`src/rtl/mem_access_if.sv`:
```
// Bundle between the pipeline MEM stage, the byte-wide synchronous RAM and
// the write-back stage. The master side is whoever drives the memory-op
// inputs and supplies RAM read data; the slave side is mem_access itself.
interface mem_access_if;
  logic [2:0]  mem_read;
  logic [1:0]  mem_write;
  logic [4:0]  mem_wd;
  logic        mem_wreg;
  logic [31:0] mem_waddr;
  logic [31:0] mem_wdata;
  logic [31:0] ram_addr;
  logic        ram_we;
  logic [7:0]  ram_dout;
  logic [7:0]  ram_din;
  logic        stall_req;
  logic [4:0]  wb_wd;
  logic        wb_wreg;
  logic [31:0] wb_wdata;

  modport master (
    output mem_read, mem_write, mem_wd, mem_wreg, mem_waddr, mem_wdata, ram_din,
    input  ram_addr, ram_we, ram_dout, stall_req, wb_wd, wb_wreg, wb_wdata
  );

  modport slave (
    input  mem_read, mem_write, mem_wd, mem_wreg, mem_waddr, mem_wdata, ram_din,
    output ram_addr, ram_we, ram_dout, stall_req, wb_wd, wb_wreg, wb_wdata
  );
endinterface

```
`src/rtl/mem_access.sv`:
```
// MEM stage that serialises byte/half/word loads and stores onto an 8-bit
// synchronous RAM, one byte per cycle, stalling the pipeline while it works.
// Non-memory ops pass straight through to write-back with no latency.
module mem_access (
  input logic        clk,
  input logic        rst,
  mem_access_if.slave bus
);

  typedef enum logic [1:0] {IDLE, ACCESS, WAIT, DONE} state_t;

  state_t      state;
  logic [1:0]  cnt;
  logic [31:0] load_buf;

  logic        is_store;
  logic        is_load;
  logic        is_mem;
  logic [1:0]  last_cnt;
  logic [1:0]  cap_idx;
  logic [4:0]  cap_lo;
  logic [4:0]  out_lo;
  logic [31:0] load_result;

  // Classify the presented op; a nonzero store type overrides any load type.
  always_comb begin
    is_store = (bus.mem_write != 2'd0);
    is_load  = !is_store && (bus.mem_read >= 3'd1) && (bus.mem_read <= 3'd5);
    is_mem   = is_store || is_load;
    last_cnt = 2'd0;
    if (is_store) begin
      case (bus.mem_write)
        2'd2:    last_cnt = 2'd1;
        2'd3:    last_cnt = 2'd3;
        default: last_cnt = 2'd0;
      endcase
    end else begin
      case (bus.mem_read)
        3'd2, 3'd5: last_cnt = 2'd1;
        3'd3:       last_cnt = 2'd3;
        default:    last_cnt = 2'd0;
      endcase
    end
    // Read data lags its address by one cycle, so ACCESS captures the byte
    // issued on the previous cycle and WAIT captures the final byte.
    cap_idx = (state == WAIT) ? last_cnt : (cnt - 2'd1);
    cap_lo  = {cap_idx, 3'b000};
    out_lo  = {cnt, 3'b000};
  end

  // Extend the assembled load buffer according to the load type.
  always_comb begin
    case (bus.mem_read)
      3'd1:    load_result = {{24{load_buf[7]}}, load_buf[7:0]};
      3'd2:    load_result = {{16{load_buf[15]}}, load_buf[15:0]};
      3'd4:    load_result = {24'd0, load_buf[7:0]};
      3'd5:    load_result = {16'd0, load_buf[15:0]};
      default: load_result = load_buf;
    endcase
  end

  // Sequencer: walks the bytes of an access and fills the load buffer.
  always_ff @(posedge clk or posedge rst) begin
    if (rst) begin
      state    <= IDLE;
      cnt      <= 2'd0;
      load_buf <= 32'd0;
    end else begin
      case (state)
        IDLE: begin
          if (is_mem) begin
            state    <= ACCESS;
            cnt      <= 2'd0;
            load_buf <= 32'd0;
          end
        end
        ACCESS: begin
          if (is_load && (cnt != 2'd0))
            load_buf[cap_lo +: 8] <= bus.ram_din;
          if (cnt == last_cnt) begin
            state <= is_store ? DONE : WAIT;
            cnt   <= 2'd0;
          end else begin
            cnt <= cnt + 2'd1;
          end
        end
        WAIT: begin
          load_buf[cap_lo +: 8] <= bus.ram_din;
          state <= DONE;
        end
        default: begin
          state <= IDLE;
        end
      endcase
    end
  end

  // Output decode; reset forces every output to its idle value at once.
  always_comb begin
    bus.stall_req = 1'b0;
    bus.ram_we    = 1'b0;
    bus.ram_dout  = 8'd0;
    bus.ram_addr  = bus.mem_waddr;
    bus.wb_wd     = 5'd0;
    bus.wb_wreg   = 1'b0;
    bus.wb_wdata  = 32'd0;
    if (!rst) begin
      case (state)
        IDLE: begin
          if (is_mem) begin
            bus.stall_req = 1'b1;
          end else begin
            bus.wb_wd    = bus.mem_wd;
            bus.wb_wreg  = bus.mem_wreg;
            bus.wb_wdata = bus.mem_wdata;
          end
        end
        ACCESS: begin
          bus.stall_req = 1'b1;
          bus.ram_addr  = bus.mem_waddr + {30'd0, cnt};
          if (is_store) begin
            bus.ram_we   = 1'b1;
            bus.ram_dout = bus.mem_wdata[out_lo +: 8];
          end
        end
        WAIT: begin
          bus.stall_req = 1'b1;
        end
        default: begin
          bus.wb_wd    = bus.mem_wd;
          bus.wb_wreg  = bus.mem_wreg;
          bus.wb_wdata = is_store ? bus.mem_wdata : load_result;
        end
      endcase
    end
  end

endmodule

```
`src/flat_wrapper.sv`:
```
// flat-port wrapper written by rule: the top's interface ports become plain ports
module mem_access_flat 
  (clk, rst, bus_mem_read, bus_mem_write, bus_mem_wd, bus_mem_wreg, bus_mem_waddr, bus_mem_wdata, bus_ram_din, bus_ram_addr, bus_ram_we, bus_ram_dout, bus_stall_req, bus_wb_wd, bus_wb_wreg, bus_wb_wdata);
  mem_access_if bus_i ();
  input logic clk;
  input logic rst;
  input wire logic [$bits(bus_i.mem_read)-1:0] bus_mem_read;
  input wire logic [$bits(bus_i.mem_write)-1:0] bus_mem_write;
  input wire logic [$bits(bus_i.mem_wd)-1:0] bus_mem_wd;
  input wire logic [$bits(bus_i.mem_wreg)-1:0] bus_mem_wreg;
  input wire logic [$bits(bus_i.mem_waddr)-1:0] bus_mem_waddr;
  input wire logic [$bits(bus_i.mem_wdata)-1:0] bus_mem_wdata;
  input wire logic [$bits(bus_i.ram_din)-1:0] bus_ram_din;
  output wire logic [$bits(bus_i.ram_addr)-1:0] bus_ram_addr;
  output wire logic [$bits(bus_i.ram_we)-1:0] bus_ram_we;
  output wire logic [$bits(bus_i.ram_dout)-1:0] bus_ram_dout;
  output wire logic [$bits(bus_i.stall_req)-1:0] bus_stall_req;
  output wire logic [$bits(bus_i.wb_wd)-1:0] bus_wb_wd;
  output wire logic [$bits(bus_i.wb_wreg)-1:0] bus_wb_wreg;
  output wire logic [$bits(bus_i.wb_wdata)-1:0] bus_wb_wdata;
  assign bus_i.mem_read = bus_mem_read;
  assign bus_i.mem_write = bus_mem_write;
  assign bus_i.mem_wd = bus_mem_wd;
  assign bus_i.mem_wreg = bus_mem_wreg;
  assign bus_i.mem_waddr = bus_mem_waddr;
  assign bus_i.mem_wdata = bus_mem_wdata;
  assign bus_i.ram_din = bus_ram_din;
  assign bus_ram_addr = bus_i.ram_addr;
  assign bus_ram_we = bus_i.ram_we;
  assign bus_ram_dout = bus_i.ram_dout;
  assign bus_stall_req = bus_i.stall_req;
  assign bus_wb_wd = bus_i.wb_wd;
  assign bus_wb_wreg = bus_i.wb_wreg;
  assign bus_wb_wdata = bus_i.wb_wdata;
  mem_access u_core (.clk(clk), .rst(rst), .bus(bus_i));
endmodule
```
`config.mk`:
```
export PLATFORM = sky130hd
export DESIGN_NAME = mem_access_flat
export DESIGN_NICKNAME = d
export VERILOG_FILES = /design/src/rtl/mem_access_if.sv /design/src/rtl/mem_access.sv /design/src/flat_wrapper.sv
export SDC_FILE = /design/constraint.sdc
export NUM_CORES = 1
export LEC_CHECK = 0
export CORE_ASPECT_RATIO = 1.2
export CORE_UTILIZATION = 35
export CTS_BUF_LIST = sky130_fd_sc_hd__clkbuf_4
export DETAILED_ROUTE_END_ITERATION = 6
export PLACE_DENSITY = 0.7
export SYNTH_ARGS = -nofsm -noshare
export SYNTH_HDL_FRONTEND = slang
export SYNTH_SLANG_ARGS = --single-unit
```
`constraint.sdc`:
```
create_clock -name clk -period 3.8 [get_ports clk]
set_input_delay 1.14 -clock clk [delete_from_list [all_inputs] [get_ports clk]]
set_output_delay 1.14 -clock clk [all_outputs]
set_load 0.03 [all_outputs]
```
==> key figures <==
Run status
  • Status: finished with violations
  • Violated checks: setup timing

Die
  • Die H: around 110 µm
  • Starting Density: 35.96%
  • Row cnt: 39
  • Core Area: 9467 µm²
  • DIE AREA: 10,130 µm²
  • Die Wd: 92.04 µm
  • I/O Pins: 165

Routing
  • DR iter-0 viols: 232
  • Via density: approximately 5.4
  • Vias post-DR: between 4,000 and 5,000
  • DRT antenna net count: 0
  • Final WL: around 14,000 µm
  • DRT Pass-1 Iters: 4
  • DR WL/cell: 17.81 µm
  • DRC: 0

Global route
  • First-pass GRT wire length: approximately 22,000 µm
  • GRT overflow: 0
  • GR Layer Usage met2: between 50% and 60%
  • Met3 usage: 3.429%
  • Met1 Use GR: between 30 and 40%
  • Gr usage total: 27.54%
  • GR peak layer: met2
  • Initial antenna violation count: 0
  • Number of global-route vias before repair: 4,418
  • Largest net degree at the start of global routing: 37

Power
  • Peak VDD IR: 0.4508 mV
  • Static Leak: 3.142 nW
  • Power per cell area: 444.1 nW/µm²
  • Tot Pwr: approximately 3 mW

Logic synthesis
  • Ranking of synthesized cells by area: dfrtp_1 (26%), nand2_1 (7.6%), a22o_1 (6.2%), xnor2_1 (6.2%), a21oi_1 (5.3%)
  • Post-synthesis cell area: 3405 µm²
  • Synth Instances: 416
  • Post-synth EDFFs: 0
  • Seq/Total Area, Yosys: 26.46%
  • Main flop type after synthesis: dfrtp_1
  • Post-synth top area cell: dfrtp_1
  • Yosys reg bits: 36
  • Synth top area share: 26.46%
  • Syn Nets: 512
  • Synth Warn #: 0
  • Syn Area/Cell: approximately 8 µm²
  • Async set-or-reset flop fraction in the synthesized netlist: between 90% and 100%
  • Yosys cell types: 55

Setup path
  • Critical Path RT: roughly 2.7 ns
  • CP max-delay cell: or3_4
  • Worst R2R Start: u_core.cnt[0]
  • R2R Setup Slk: 1.06 ns
  • Largest stage delay on the critical path: roughly 0.44 ns
  • Crit start category: input port
  • Crit-path max FO: 3
  • RR Endpoint: u_core.load_buf[23]
  • WP data arrival: 3.00 ns
  • CP Cell Sequence: buf_8 -> ha_4 -> inv_2 -> fa_2 -> nor3b_4 -> nand3_2 -> or3_4 -> buf_6 -> xnor2_2 -> buf_6
  • Reg2Reg Depth: 12
  • Critical Path End Type: primary output
  • Setup CP Type: input port to primary output
  • Crit-path most repeated cell: buf_6

CTS
  • CTS tree: yes
  • Number of buffers created by CTS: 5
  • Hold_buf cts: 0
  • Worst-Skew Late Latency: 0.36 ns
  • CTS H-Tree Depth: 2
  • Root Driver: clkbuf_4
  • Clock sink count: 36
  • Clk slew on worst S/H paths: between 0.1 and 0.15 ns
  • Bufs on Longest Clock Path: 2

Worst hold path
  • Min-delay worst type: register to register
  • Hold path endpoint: u_core.load_buf[22]
  • Worst hold stages: 2
  • Hold wc startpoint: u_core.load_buf[22]

Timing
  • Worst-Margin Slew: 0.5887 ns
  • Slew headroom: 60.49%
  • Hold Vio Cnt, Final: 0
  • Post-route clock skew: between 0.009 and 0.01 ns
  • Final setup violation count: 43
  • Post-route setup TNS: -3.612 ns
  • Fmax: 241.4 MHz
  • Post-route setup slack: -0.3426 ns
  • Fin. max-slew vios: 0
  • Fin crit share: 109.0%
  • RSZ-0062 raised after global routing: true
  • Period minus WS final: a little over 4 ns

Finish
  • Layout cells sized above 1: 45.98%
  • Ant diodes: 0
  • Post-Layout Cell Count: 782
  • Area delta synth->final: 102.4%
  • Fillers: 706
  • Final #Nets: about 750

Job
  • Max-cap viol count: 0

Placement
  • Hpwl dp: between 10,000 and 15,000 µm
  • Routability cong.: 0.8465
  • PortBufs: between 150 and 200
  • Dpl cells: 765
==> per-stage QoR <==
stage          setup WS (ns)  cell area [µm²]  hold slack [ns]  util [%]
6_report             -0.3426             6892           0.4859     72.80
3_3_place_gp         -0.7673             6197           0.4555     65.46
3_5_place_dp         -0.8335             6197           0.4615     65.46
2_1_floorplan        -0.1330             4061           0.4432         -
4_1_cts              -0.4267             6705           0.4878     70.83
5_1_grt              -0.4093             6892           0.5047     72.80
==> registers in the layout, summed over array words and instances (netlist names) <==
name,count
u_core.state,2
u_core.cnt,2
u_core.load_buf,32
==> power by group <==
group	leakage (nW)	switching (mW)	total, mW	internal (mW)
logic	2.62	1.31	2.29	0.978
registers	0.492	0.0701	0.557	0.487
clock network	0.0349	0.147	0.218	0.0711
==> critical path: cells and delay by family <==
kind / cells / cell delay [ns]
buffers and inverters: 4 / 0.42
adders and majority gates: 2 / 0.50
xor gates and xnor gates: 1 / 0.16
and+or+nand+nor: 3 / 0.79
==> worst max-delay path by stage <==
stage                      from                to  slack (ns)  cells after the start
3_5_place_dp   bus_mem_waddr[0]  bus_ram_addr[18]       -0.83                     10
3_3_place_gp   bus_mem_waddr[0]  bus_ram_addr[16]       -0.77                     10
2_1_floorplan  bus_mem_waddr[0]  bus_ram_addr[18]       -0.13                      8
4_1_cts        bus_mem_waddr[0]  bus_ram_addr[26]       -0.43                     11
5_1_grt        bus_mem_waddr[0]  bus_ram_addr[16]       -0.41                     10
6_report       bus_mem_waddr[0]  bus_ram_addr[14]       -0.34                     10
==> cell usage in the layout (no fill, tap or decap), types with 4 or more instances in the layout <==
cell type / netlist / layout
buf_4: 0 / 100
buf_6: 2 / 68
clkdlybuf4s50_1: 0 / 63
nand2_1: 69 / 61
dfrtp_1: 36 / 36
a21oi_4: 1 / 26
a22o_1: 24 / 24
inv_1: 21 / 19
nor2_1: 22 / 19
o21ai_0: 20 / 17
xnor2_2: 0 / 14
a21oi_1: 36 / 11
and3_1: 11 / 10
nor3_4: 0 / 10
nand2b_1: 9 / 8
and2_1: 8 / 8
mux4_2: 8 / 8
o31ai_1: 8 / 8
ha_1: 10 / 8
buf_12: 0 / 7
nand3_2: 0 / 6
nand3_4: 0 / 6
xnor2_4: 0 / 6
dlymetal6s2s_1: 0 / 6
nand3b_1: 5 / 5
o21ai_1: 2 / 5
xor2_1: 9 / 5
nand4_1: 5 / 5
nand2_4: 0 / 5
clkbuf_4: 0 / 5
dlygate4sd2_1: 0 / 5
clkdlybuf4s15_1: 0 / 5
xnor2_1: 24 / 4
==> synth_stat cells, types with 2 or more instances <==
library cell  number
a211oi_1           3
a21o_1             3
a21oi_1           36
a22o_1            24
and2_1             8
and3_1            11
and4_1             3
buf_2             12
buf_6              2
clkbuf_1           8
dfrtp_1           36
ha_1              10
inv_1             21
mux4_2             8
nand2_1           69
nand2b_1           9
nand3_1           14
nand3b_1           5
nand4_1            5
nor2_1            22
nor2b_1            2
nor3_1             4
nor3_2             9
nor4_4             2
o21ai_0           20
o21ai_1            2
o31ai_1            8
or3_1              2
xnor2_1           24
xor2_1             9
==> area by class of cell <==
| class | instances | area, µm² | share of cell area (%) |
|---|---|---|---|
| Multi-Input combinational cell | 337 | 3198 | 46.41 |
| Tap cell | 123 | 153.9 | 2.233 |
| Clock inverter | 3 | 18.77 | 0.2723 |
| Sequential cell | 36 | 900.9 | 13.07 |
| Inverter | 21 | 78.83 | 1.144 |
| Clock buffer | 5 | 37.54 | 0.5447 |
| Timing Repair Buffer | 257 | 2504 | 36.33 |
==> cells by family (layout without fill, tap and decap cells) <==
| logic type | Yosys count | in the layout | synth area share (%) |
|---|---|---|---|
| mux | 10 | 10 | 5.917 |
| simple gates | 173 | 173 | 27.60 |
| flops | 36 | 36 | 26.46 |
| compound gates | 110 | 110 | 21.65 |
| buf+inv | 43 | 286 | 5.623 |
| fa+ha+maj | 11 | 11 | 4.263 |
| xor+xnor | 33 | 33 | 8.490 |
==> metal layers <==
layer	up-vias	part of all wire (%)
met5	-	0
met1	2037	37
met2	170	54
li1	1964	-
met4	0	2.3
met3	25	6.1
==> timing repair <==
action	CTS	global route
hold endpoints to repair	0	0
gates resized for setup	120	51
setup buffers	7	3
gates cloned	2	0
pin swaps	31	36
endpoints found under the setup margin	70	66
(Power assumes the default switching activity.)
